## src/rtl/ikaopll_dac_seq_pkg.sv

```systemverilog
// Shared definitions for the OPLL DAC sequencer: FSM encoding, frame length
// and the slot each melody/rhythm channel occupies within a sample frame.
package ikaopll_dac_seq_pkg;

  localparam int FRAME_LEN_DEF = 18;
  localparam int N_MEL         = 9;
  localparam int N_RHY         = 5;

  typedef enum logic [1:0] {
    ST_UNSYNC = 2'd0,
    ST_RUN    = 2'd1,
    ST_RESYNC = 2'd2
  } dac_state_e;

  // Melody channels CH1..CH9
  function automatic logic [4:0] mel_slot(input int ch);
    case (ch)
      0:       return 5'd5;
      1:       return 5'd8;
      2:       return 5'd9;
      3:       return 5'd13;
      4:       return 5'd16;
      5:       return 5'd17;
      6:       return 5'd3;
      7:       return 5'd0;
      8:       return 5'd1;
      default: return 5'd31;
    endcase
  endfunction

  // Rhythm voices BD, HH, SD, TOM, CYM
  function automatic logic [4:0] rhy_slot(input int ch);
    case (ch)
      0:       return 5'd0;
      1:       return 5'd1;
      2:       return 5'd2;
      3:       return 5'd3;
      4:       return 5'd4;
      default: return 5'd31;
    endcase
  endfunction

endpackage

```

## src/rtl/ikaopll_dac_seq_slotdec.sv

```systemverilog
// Combinational decode of (slot, rhythm mode, mute mask) into the melody and
// rhythm output strobes.
module ikaopll_dac_seq_slotdec
  import ikaopll_dac_seq_pkg::*;
#(
  parameter int FRAME_LEN = FRAME_LEN_DEF
) (
  input  logic [4:0]  i_slot,
  input  logic        i_rhythm,
  input  logic [13:0] i_mute,
  output logic        o_mo,
  output logic        o_ro
);

  logic [N_MEL-1:0] mel_hit;
  logic [N_RHY-1:0] rhy_hit;

  generate
    for (genvar gi = 0; gi < N_MEL; gi++) begin : g_mel
      localparam logic [4:0] SLOT     = mel_slot(gi);
      localparam bit         IN_FRAME = (int'(SLOT) < FRAME_LEN);
      // CH7..CH9 give their slots to the percussion voices in rhythm mode
      localparam bit         SHARED   = (gi >= 6);
      assign mel_hit[gi] = IN_FRAME && (i_slot == SLOT) && !i_mute[gi] &&
                           !(SHARED && i_rhythm);
    end

    for (genvar gi = 0; gi < N_RHY; gi++) begin : g_rhy
      localparam logic [4:0] SLOT     = rhy_slot(gi);
      localparam bit         IN_FRAME = (int'(SLOT) < FRAME_LEN);
      assign rhy_hit[gi] = IN_FRAME && i_rhythm && (i_slot == SLOT) &&
                           !i_mute[N_MEL+gi];
    end
  endgenerate

  assign o_mo = |mel_hit;
  assign o_ro = |rhy_hit;

endmodule

```

## src/rtl/ikaopll_dac_seq.sv

```systemverilog
// DAC timing sequencer: locks onto the frame-start marker, walks the slot
// counter and emits registered melody/rhythm DAC strobes per slot.
module ikaopll_dac_seq
  import ikaopll_dac_seq_pkg::*;
#(
  parameter int FRAME_LEN = FRAME_LEN_DEF
) (
  input  logic        i_EMUCLK,
  input  logic        i_RST_n,
  input  logic        i_phi1_NCEN_n,
  input  logic        i_CYCLE_00,
  input  logic        i_RHYTHM_EN,
  input  logic [13:0] i_MUTE,
  output logic        o_MO_CTRL,
  output logic        o_RO_CTRL,
  output logic        o_DAC_EN,
  output logic        o_INHIBIT_FDBK,
  output logic        o_CYCLE_00,
  output logic [4:0]  o_SLOT,
  output logic        o_RHYTHM_EN_EFF,
  output logic        o_SYNC_LOST
);

  localparam logic [4:0] LAST_SLOT = 5'(FRAME_LEN - 1);

  dac_state_e  state_q, state_d;
  logic [4:0]  slot_q, slot_d;
  logic        good_q, good_d;
  logic        sync_lost_q, sync_lost_d;
  logic        rhythm_q, rhythm_d;
  logic [13:0] mute_q, mute_d;
  logic        mo_q, mo_d;
  logic        ro_q, ro_d;
  logic        dac_en_q, dac_en_d;
  logic        inhibit_q, inhibit_d;
  logic        cyc00_q, cyc00_d;

  logic        en;
  logic        at_last;
  logic        dec_mo, dec_ro;

  assign en      = !i_phi1_NCEN_n;
  assign at_last = (slot_q == LAST_SLOT);

  always_comb begin
    state_d     = state_q;
    slot_d      = slot_q;
    good_d      = good_q;
    sync_lost_d = sync_lost_q;
    rhythm_d    = rhythm_q;
    mute_d      = mute_q;
    if (en) begin
      case (state_q)
        ST_UNSYNC: begin
          slot_d = '0;
          if (i_CYCLE_00) state_d = ST_RUN;
        end
        default: begin
          // Mode and mute only change on a frame boundary
          if (at_last) begin
            rhythm_d = i_RHYTHM_EN;
            mute_d   = i_MUTE;
          end
          slot_d = (at_last || i_CYCLE_00) ? 5'd0 : slot_q + 5'd1;
          if (at_last && i_CYCLE_00) begin
            if (state_q == ST_RESYNC) begin
              // good_q remembers one good boundary already seen
              if (good_q) begin
                state_d = ST_RUN;
                good_d  = 1'b0;
              end else begin
                good_d  = 1'b1;
              end
            end
          end else if (at_last || i_CYCLE_00) begin
            sync_lost_d = 1'b1;
            state_d     = ST_RESYNC;
            good_d      = 1'b0;
          end
        end
      endcase
    end
  end

  // Decode against the upcoming slot so strobes move together with o_SLOT
  ikaopll_dac_seq_slotdec #(
    .FRAME_LEN (FRAME_LEN)
  ) u_slotdec (
    .i_slot   (slot_d),
    .i_rhythm (rhythm_d),
    .i_mute   (mute_d),
    .o_mo     (dec_mo),
    .o_ro     (dec_ro)
  );

  always_comb begin
    mo_d      = mo_q;
    ro_d      = ro_q;
    inhibit_d = inhibit_q;
    dac_en_d  = dac_en_q;
    cyc00_d   = cyc00_q;
    if (en) begin
      mo_d      = (state_d != ST_UNSYNC) && dec_mo;
      ro_d      = (state_d != ST_UNSYNC) && dec_ro;
      inhibit_d = !(mo_d || ro_d);
      dac_en_d  = (mo_q || ro_q) && (state_d == ST_RUN);
      cyc00_d   = (state_d != ST_UNSYNC) && (slot_d == 5'd0);
    end
  end

  always_ff @(posedge i_EMUCLK) begin
    if (!i_RST_n) begin
      state_q     <= ST_UNSYNC;
      slot_q      <= '0;
      good_q      <= 1'b0;
      sync_lost_q <= 1'b0;
      rhythm_q    <= 1'b0;
      mute_q      <= '0;
      mo_q        <= 1'b0;
      ro_q        <= 1'b0;
      dac_en_q    <= 1'b0;
      inhibit_q   <= 1'b1;
      cyc00_q     <= 1'b0;
    end else begin
      state_q     <= state_d;
      slot_q      <= slot_d;
      good_q      <= good_d;
      sync_lost_q <= sync_lost_d;
      rhythm_q    <= rhythm_d;
      mute_q      <= mute_d;
      mo_q        <= mo_d;
      ro_q        <= ro_d;
      dac_en_q    <= dac_en_d;
      inhibit_q   <= inhibit_d;
      cyc00_q     <= cyc00_d;
    end
  end

  assign o_MO_CTRL       = mo_q;
  assign o_RO_CTRL       = ro_q;
  assign o_DAC_EN        = dac_en_q;
  assign o_INHIBIT_FDBK  = inhibit_q;
  assign o_CYCLE_00      = cyc00_q;
  assign o_SLOT          = slot_q;
  assign o_RHYTHM_EN_EFF = rhythm_q;
  assign o_SYNC_LOST     = sync_lost_q;

endmodule

```

## config.mk

```make
export PLATFORM = sky130hd
export DESIGN_NAME = ikaopll_dac_seq
export DESIGN_NICKNAME = d
export VERILOG_FILES = /design/src/rtl/ikaopll_dac_seq_pkg.sv /design/src/rtl/ikaopll_dac_seq_slotdec.sv /design/src/rtl/ikaopll_dac_seq.sv
export SDC_FILE = /design/constraint.sdc
export NUM_CORES = 1
export LEC_CHECK = 0
export CAP_MARGIN = 0
export CORE_MARGIN = 5
export CORE_UTILIZATION = 51
export CTS_CLUSTER_DIAMETER = 100
export DETAILED_ROUTE_END_ITERATION = 16
export GPL_ROUTABILITY_DRIVEN = 0
export PLACE_DENSITY_LB_ADDON = 0.2
export SYNTH_ARGS = -nofsm -noshare
export SYNTH_HDL_FRONTEND = slang
export SYNTH_SLANG_ARGS = --single-unit
```

## constraint.sdc

```tcl
create_clock -name i_EMUCLK -period 2.4 [get_ports i_EMUCLK]
set_input_delay 0.72 -clock i_EMUCLK [delete_from_list [all_inputs] [get_ports i_EMUCLK]]
set_output_delay 0.72 -clock i_EMUCLK [all_outputs]
set_load 0.03 [all_outputs]
```

==> results.txt, run 1 <==
dpl hpwl -> 3340 um
fin crit period -> 2.30 ns
ANT cells -> 0
max-slew violation count -> 0
fin area -> 2320 um2
Hold EP -> o_SYNC_LOST
Final Hold Vio Count -> 0
Pwr per Cell Area -> 420 nW/um2
final worst-path setup slack -> 0.0965 ns
R2R depth -> 9
Synth area leaders -> dfxtp_1 (36%), mux2i_1 (5.6%), nor2b_1 (4.2%)
Worst Hold Launch -> o_SYNC_LOST
share of layout cells above drive strength 1 -> 0.266
Tightest Pin Transition -> 0.472 ns
Synth Instances -> 179
Rel. slew slack -> 0.685
RSZ-0062 raised after global routing -> false
die width -> 66.4 um
WL final -> 4450 um
worst min path class -> flop to flop
Hold Buf Count CTS -> 0
Worst Path Class, Setup -> flop to flop
CTS sink count -> 29
Nets -> 265
Die Y -> 66.4 um
Core ar. -> 3050 um2
sequential share of the synthesized area -> 0.358
Max stage delay on crit path -> 0.40 ns
VDD IR max -> 0.000337 V
synthesized area -> 1620 um2
Avg Vias per Cell -> 5.58
CTS Buf Count -> 5
antenna violation net count after detailed routing -> 0
r2r endpoint -> o_RO_CTRL
Post-synth EDFFs -> 0
setup_tns -> 0 ns
WP data arrival -> 2.58 ns
gr ovfl total -> 0
antenna violations before repair -> 0
maximum clock path buffer count -> 2
largest net degree at the start of global routing -> 13
Fill cells -> 226
Mapped Nets -> 200
share of the synthesized area in the top cell type -> 0.358
Leak -> 0.000997 uW
DR pass1 iterations -> 7
IO Pins -> 31
largest fanout on the critical path -> 6
reg2reg setup slack -> 0.1 ns
top_reg_cell synth -> dfxtp_1
Multi-input gate area -> 1030 um2
fin crit share -> 0.960
gr usage total -> 0.207
Storage cell area -> 582 um2
Max-Cap Viols -> 0
Place WS -> -0.496 ns
Yosys warnings -> 0
I/O Buffers -> 30
leading area contributor after synthesis -> dfxtp_1
vias -> 1607
Critical Path RT -> 2.68 ns
DR iter-0 viols -> 106
outcome -> finished, final reports clean
maximum clock frequency -> 434 MHz
die area -> 4400 um2
Hold Crit Depth -> 1
Root Buffer Master -> clkbuf_4
setup violators final -> 0
H-tree levels -> 2
Residual DRC -> 0
CTS tree -> done
Worst Clk Skew -> 0.0149 ns
buffers and inverters on the worst path -> 1
Starting Density -> 0.531
register bit total from synthesis -> 29
DP Area -> 2170 um2
Worst-Skew Late Latency -> 0.33 ns
Unique masters post-synth -> 58
drt wl/cell -> 15.5 um
# rows -> 20
async set-reset flop share out of synthesis -> 0
average size of a mapped cell -> 9.05 um2
synthesis-to-layout area growth -> 43.0%
Crit-path slowest cell -> or3_4
worst-path cell chain -> buf_4 > ha_1 > and3_1 > nor4b_1 > a21o_1 > or3_4 > a211o_1 > o311ai_2 > o211a_1
clock-pin slew on the worst setup and hold paths -> 0.10 ns
CP top delay family -> simple AND/OR/NAND/NOR gates
critical path capture point type -> flop
Startpoint Class -> flop
vias in the first global route -> 1565
first-pass GRT wire length -> 6980 um
Critical R2R Launch -> o_SLOT[1]
[repair_timing]
action | in CTS | in global routing
endpoints found under the hold margin | 0 | 0
buffers inserted | 0 | 2
cloned | 0 | 1
pin swaps | 0 | 2
setup endpoints to repair | 3 | 3
gates resized for setup | 7 | 7
[cell usage in the layout (no fill, tap or decap), types with 7 or more instances in the layout]
cell / count
and2_1: 7
clkdlybuf4s50_1: 28
mux2i_1: 9
nand2_1: 13
nor2b_1: 11
buf_4: 38
nor2_1: 13
dfxtp_1: 28
a21oi_1: 7
[cell families (layout without fill, tap and decap cells)]
logic type / after synthesis / after routing / synth area share
adder cells (fa/ha/maj): 2 / 2 / 0.0154
AO/OA/AOI/OAI: 50 / 51 / 0.232
AND/OR/NAND/NOR: 70 / 70 / 0.252
buffers and inverters: 14 / 78 / 0.0556
XOR/XNOR: 2 / 2 / 0.0108
flip-flops: 29 / 29 / 0.358
multiplexers: 12 / 12 / 0.0764
[power breakdown]
part / internal (uW) / switching [uW] / leakage (uW)
sequential: 489 / 11.1 / 0.000235
combinational: 93.5 / 77.3 / 0.000730
clock: 138 / 164 / 0.0000314
[synth_stat cells, drive strengths merged (2+ instances only)]
cell type,instances
and3,2
a21o,2
inv,3
nor2b,11
a21oi,7
nand2,14
a32oi,3
o21ba,2
buf,5
nand3,5
o21a,2
and2,7
a21boi,5
clkbuf,6
nand2b,3
a22o,2
a211o,2
mux2,3
o31ai,2
o21ai,7
nor3,4
o21bai,2
o22ai,3
ha,2
dfxtp,29
and2b,3
nor2,13
mux2i,9
[metal layers]
| layer | global-route usage | vias up | wire length, um |
|---|---|---|---|
| met5 | 0 | - | 0 |
| met4 | 0.0685 | 0 | 85 |
| met3 | 0.0527 | 10 | 300 |
| met2 | 0.366 | 69 | 2250 |
| met1 | 0.240 | 742 | 1820 |
| li1 | - | 786 | - |
[how the worst max path moves through the flow]
stage / endpoint / cells past startpoint / start / slack [ns]
after floorplan: o_INHIBIT_FDBK / 10 / o_SLOT[0] / 0.005
after global placement: o_INHIBIT_FDBK / 8 / i_phi1_NCEN_n / -0.42
after detailed placement: o_RO_CTRL / 7 / i_phi1_NCEN_n / -0.50
after CTS: o_RO_CTRL / 8 / i_CYCLE_00 / 0.003
after global routing: o_RO_CTRL / 9 / o_SLOT[1] / 0.01
final: o_RO_CTRL / 9 / o_SLOT[1] / 0.1
[metrics by stage]
step | utilization | total power (uW) | cells | hold slack (ns)
6_report | 0.759 | 973 | 288 | 0.473
4_1_cts | 0.739 | 973 | 285 | 0.479
5_1_grt | 0.759 | 1010 | 288 | 0.525
3_5_place_dp | 0.710 | 670 | 278 | 0.457
3_3_place_gp | 0.710 | 667 | 278 | 0.446
2_1_floorplan | - | 586 | 179 | 0.440
[flip-flops by register name, indices dropped and copies added, names as in the netlist]
name / flops
o_SLOT: 5
o_MO_CTRL: 1
state_q: 2
mute_q: 14
o_RHYTHM_EN_EFF: 1
good_q: 1
o_CYCLE_00: 1
o_INHIBIT_FDBK: 1
o_SYNC_LOST: 1
o_RO_CTRL: 1
o_DAC_EN: 1
[cell type report]
cell class	instances	area share
clock buffers	7	0.0238
inverters	3	0.00486
multi-input cells	137	0.443
flip-flops and latches	29	0.251
well taps	44	0.0238
repair buffers	68	0.253
Power figures use the tool's default switching activity.
==> run 2, diff against run 1 <==
- CORE_MARGIN: 5 -> 4
- SETUP_SLACK_MARGIN: unset -> 0.02
==> run 2 against run 1 <==
Compared with the run above:
- largest power group unchanged
- combinational power hardly changed
- die area is 5.9% lower
- worst hold slack worse by 0.0033 ns
- sequential share of layout area is 0.59 points higher
==> results.txt, run 2 (synthesis gave the netlist of run 1 again) <==
Residual DRC -> 0
Logic pwr share -> 0.173
Worst Path Class, Setup -> flop to flop
Hold Buf Count CTS -> 0
Place WS -> -0.494 ns
DP Area -> 2130 um2
Critical R2R Launch -> o_SLOT[0]
Root Buffer Master -> clkbuf_4
I/O Buffers -> 30
Hold Crit Depth -> 1
largest register by flop count -> mute_q
largest net degree at the start of global routing -> 25
Worst Clk Skew -> 0.00359 ns
IO Pins -> 31
Pwr per Cell Area -> 430 nW/um2
crit path from -> o_SLOT[0]
WP data arrival -> 2.60 ns
Core ar. -> 3050 um2
vias in the first global route -> 1606
vias -> 1635
share of layout cells above drive strength 1 -> 0.261
antenna violation net count after detailed routing -> 0
synthesis-to-layout area growth -> 40.6%
Fill cells -> 251
gr ovfl total -> 0
worst min path class -> flop to flop
Die Y -> 64.4 um
DR pass1 iterations -> 4
Tightest Pin Transition -> 0.441 ns
antenna violations before repair -> 0
DR iter-0 viols -> 166
RSZ-0062 raised after global routing -> false
Worst Hold Launch -> o_SYNC_LOST
Nets -> 259
CTS sink count -> 29
maximum clock path buffer count -> 2
Avg Vias per Cell -> 5.80
Leak -> 0.000958 uW
R2R depth -> 8
Final Util -> 0.746
Critical Path RT -> 2.69 ns
WL final -> 4720 um
power share of the clock group -> 0.316
Switching Share -> 0.269
Flop pwr share -> 0.511
setup violators final -> 0
drt wl/cell -> 16.7 um
gr usage total -> 0.236
clock-pin slew on the worst setup and hold paths -> 0.09 ns
Rel. slew slack -> 0.704
dpl hpwl -> 3380 um
most common cell after layout, fill and taps aside -> buf_4
Final Hold Vio Count -> 0
Worst-Skew Late Latency -> 0.34 ns
leading cell types in the layout, fill and taps excluded -> buf_4 (32), clkdlybuf4s50_1 (28), dfxtp_1 (27), nor2_1 (13), nand2_1 (13)
CTS Buf Count -> 5
first-pass GRT wire length -> 7530 um
reg2reg setup slack -> 0.09 ns
die area -> 4140 um2
die width -> 64.4 um
NetSw -> 263 uW
largest fanout on the critical path -> 10
Max-Cap Viols -> 0
critical path capture point type -> flop
fin area -> 2280 um2
H-tree levels -> 2
outcome -> finished, final reports clean
Startpoint Class -> flop
Starting Density -> 0.531
WHS -> 0.470 ns
maximum clock frequency -> 432 MHz
# rows -> 20
max-slew violation count -> 0
VDD IR max -> 0.000389 V
max reg flops -> 14
Tot Pwr -> 979 uW
fin crit share -> 0.964
fin crit period -> 2.31 ns
Power Internal -> 715 uW
ANT cells -> 0
final worst-path setup slack -> 0.0874 ns
CTS tree -> done
run 2: power by group through the flow:
| stage | sequential, uW | clock, uW | combinational [uW] |
|---|---|---|---|
| after floorplan | 519 | 0 | 66.6 |
| after global placement | 511 | 0 | 152 |
| after detailed placement | 511 | 0 | 157 |
| after CTS | 501 | 312 | 166 |
| after global routing | 502 | 335 | 179 |
| final | 500 | 309 | 169 |
run 2: cell type report:
type	count	area [um2]	share of cell area
flip-flops and latches	29	586	0.257
multi-input cells	137	1030	0.454
clock buffers	7	55.1	0.0242
repair buffers	62	538	0.236
well taps	44	55.1	0.0242
inverters	3	11.3	0.00494
run 2: metrics by stage:
step	TNS, ns	std cells
6_report	0	282
5_1_grt	0	282
4_1_cts	0	281
3_5_place_dp	-2.05	273
3_3_place_gp	-1.87	273
2_1_floorplan	0	179
run 2: worst max-delay path: stages (launching register included):
cell and delay, ns:
dfxtp_4 0.42, ha_1 0.18, and4bb_4 0.35, o31ai_1 0.10, a21o_1 0.23, or3_4 0.42, a211o_1 0.28, o311ai_4 0.10
o211a_1 0.18
run 2: what timing repair did:
action,4_1_cts,5_1_grt
pin swaps,3,1
cloned,1,0
setup endpoints to repair,3,2
buffers inserted,0,1
gates resized for setup,13,4
run 2: final timing paths:
path / to
worst max-delay path: o_RO_CTRL
worst min-delay path: o_SYNC_LOST
worst max register to register: o_RO_CTRL
worst min register to register: o_SYNC_LOST
run 2: per-layer routing:
layer / wire length (um) / global-route usage / up-vias
met5: 0 / 0 / -
met4: 120 / 0.113 / 0
met3: 330 / 0.0721 / 16
met2: 2360 / 0.406 / 71
met1: 1910 / 0.263 / 776
li1: - / - / 772
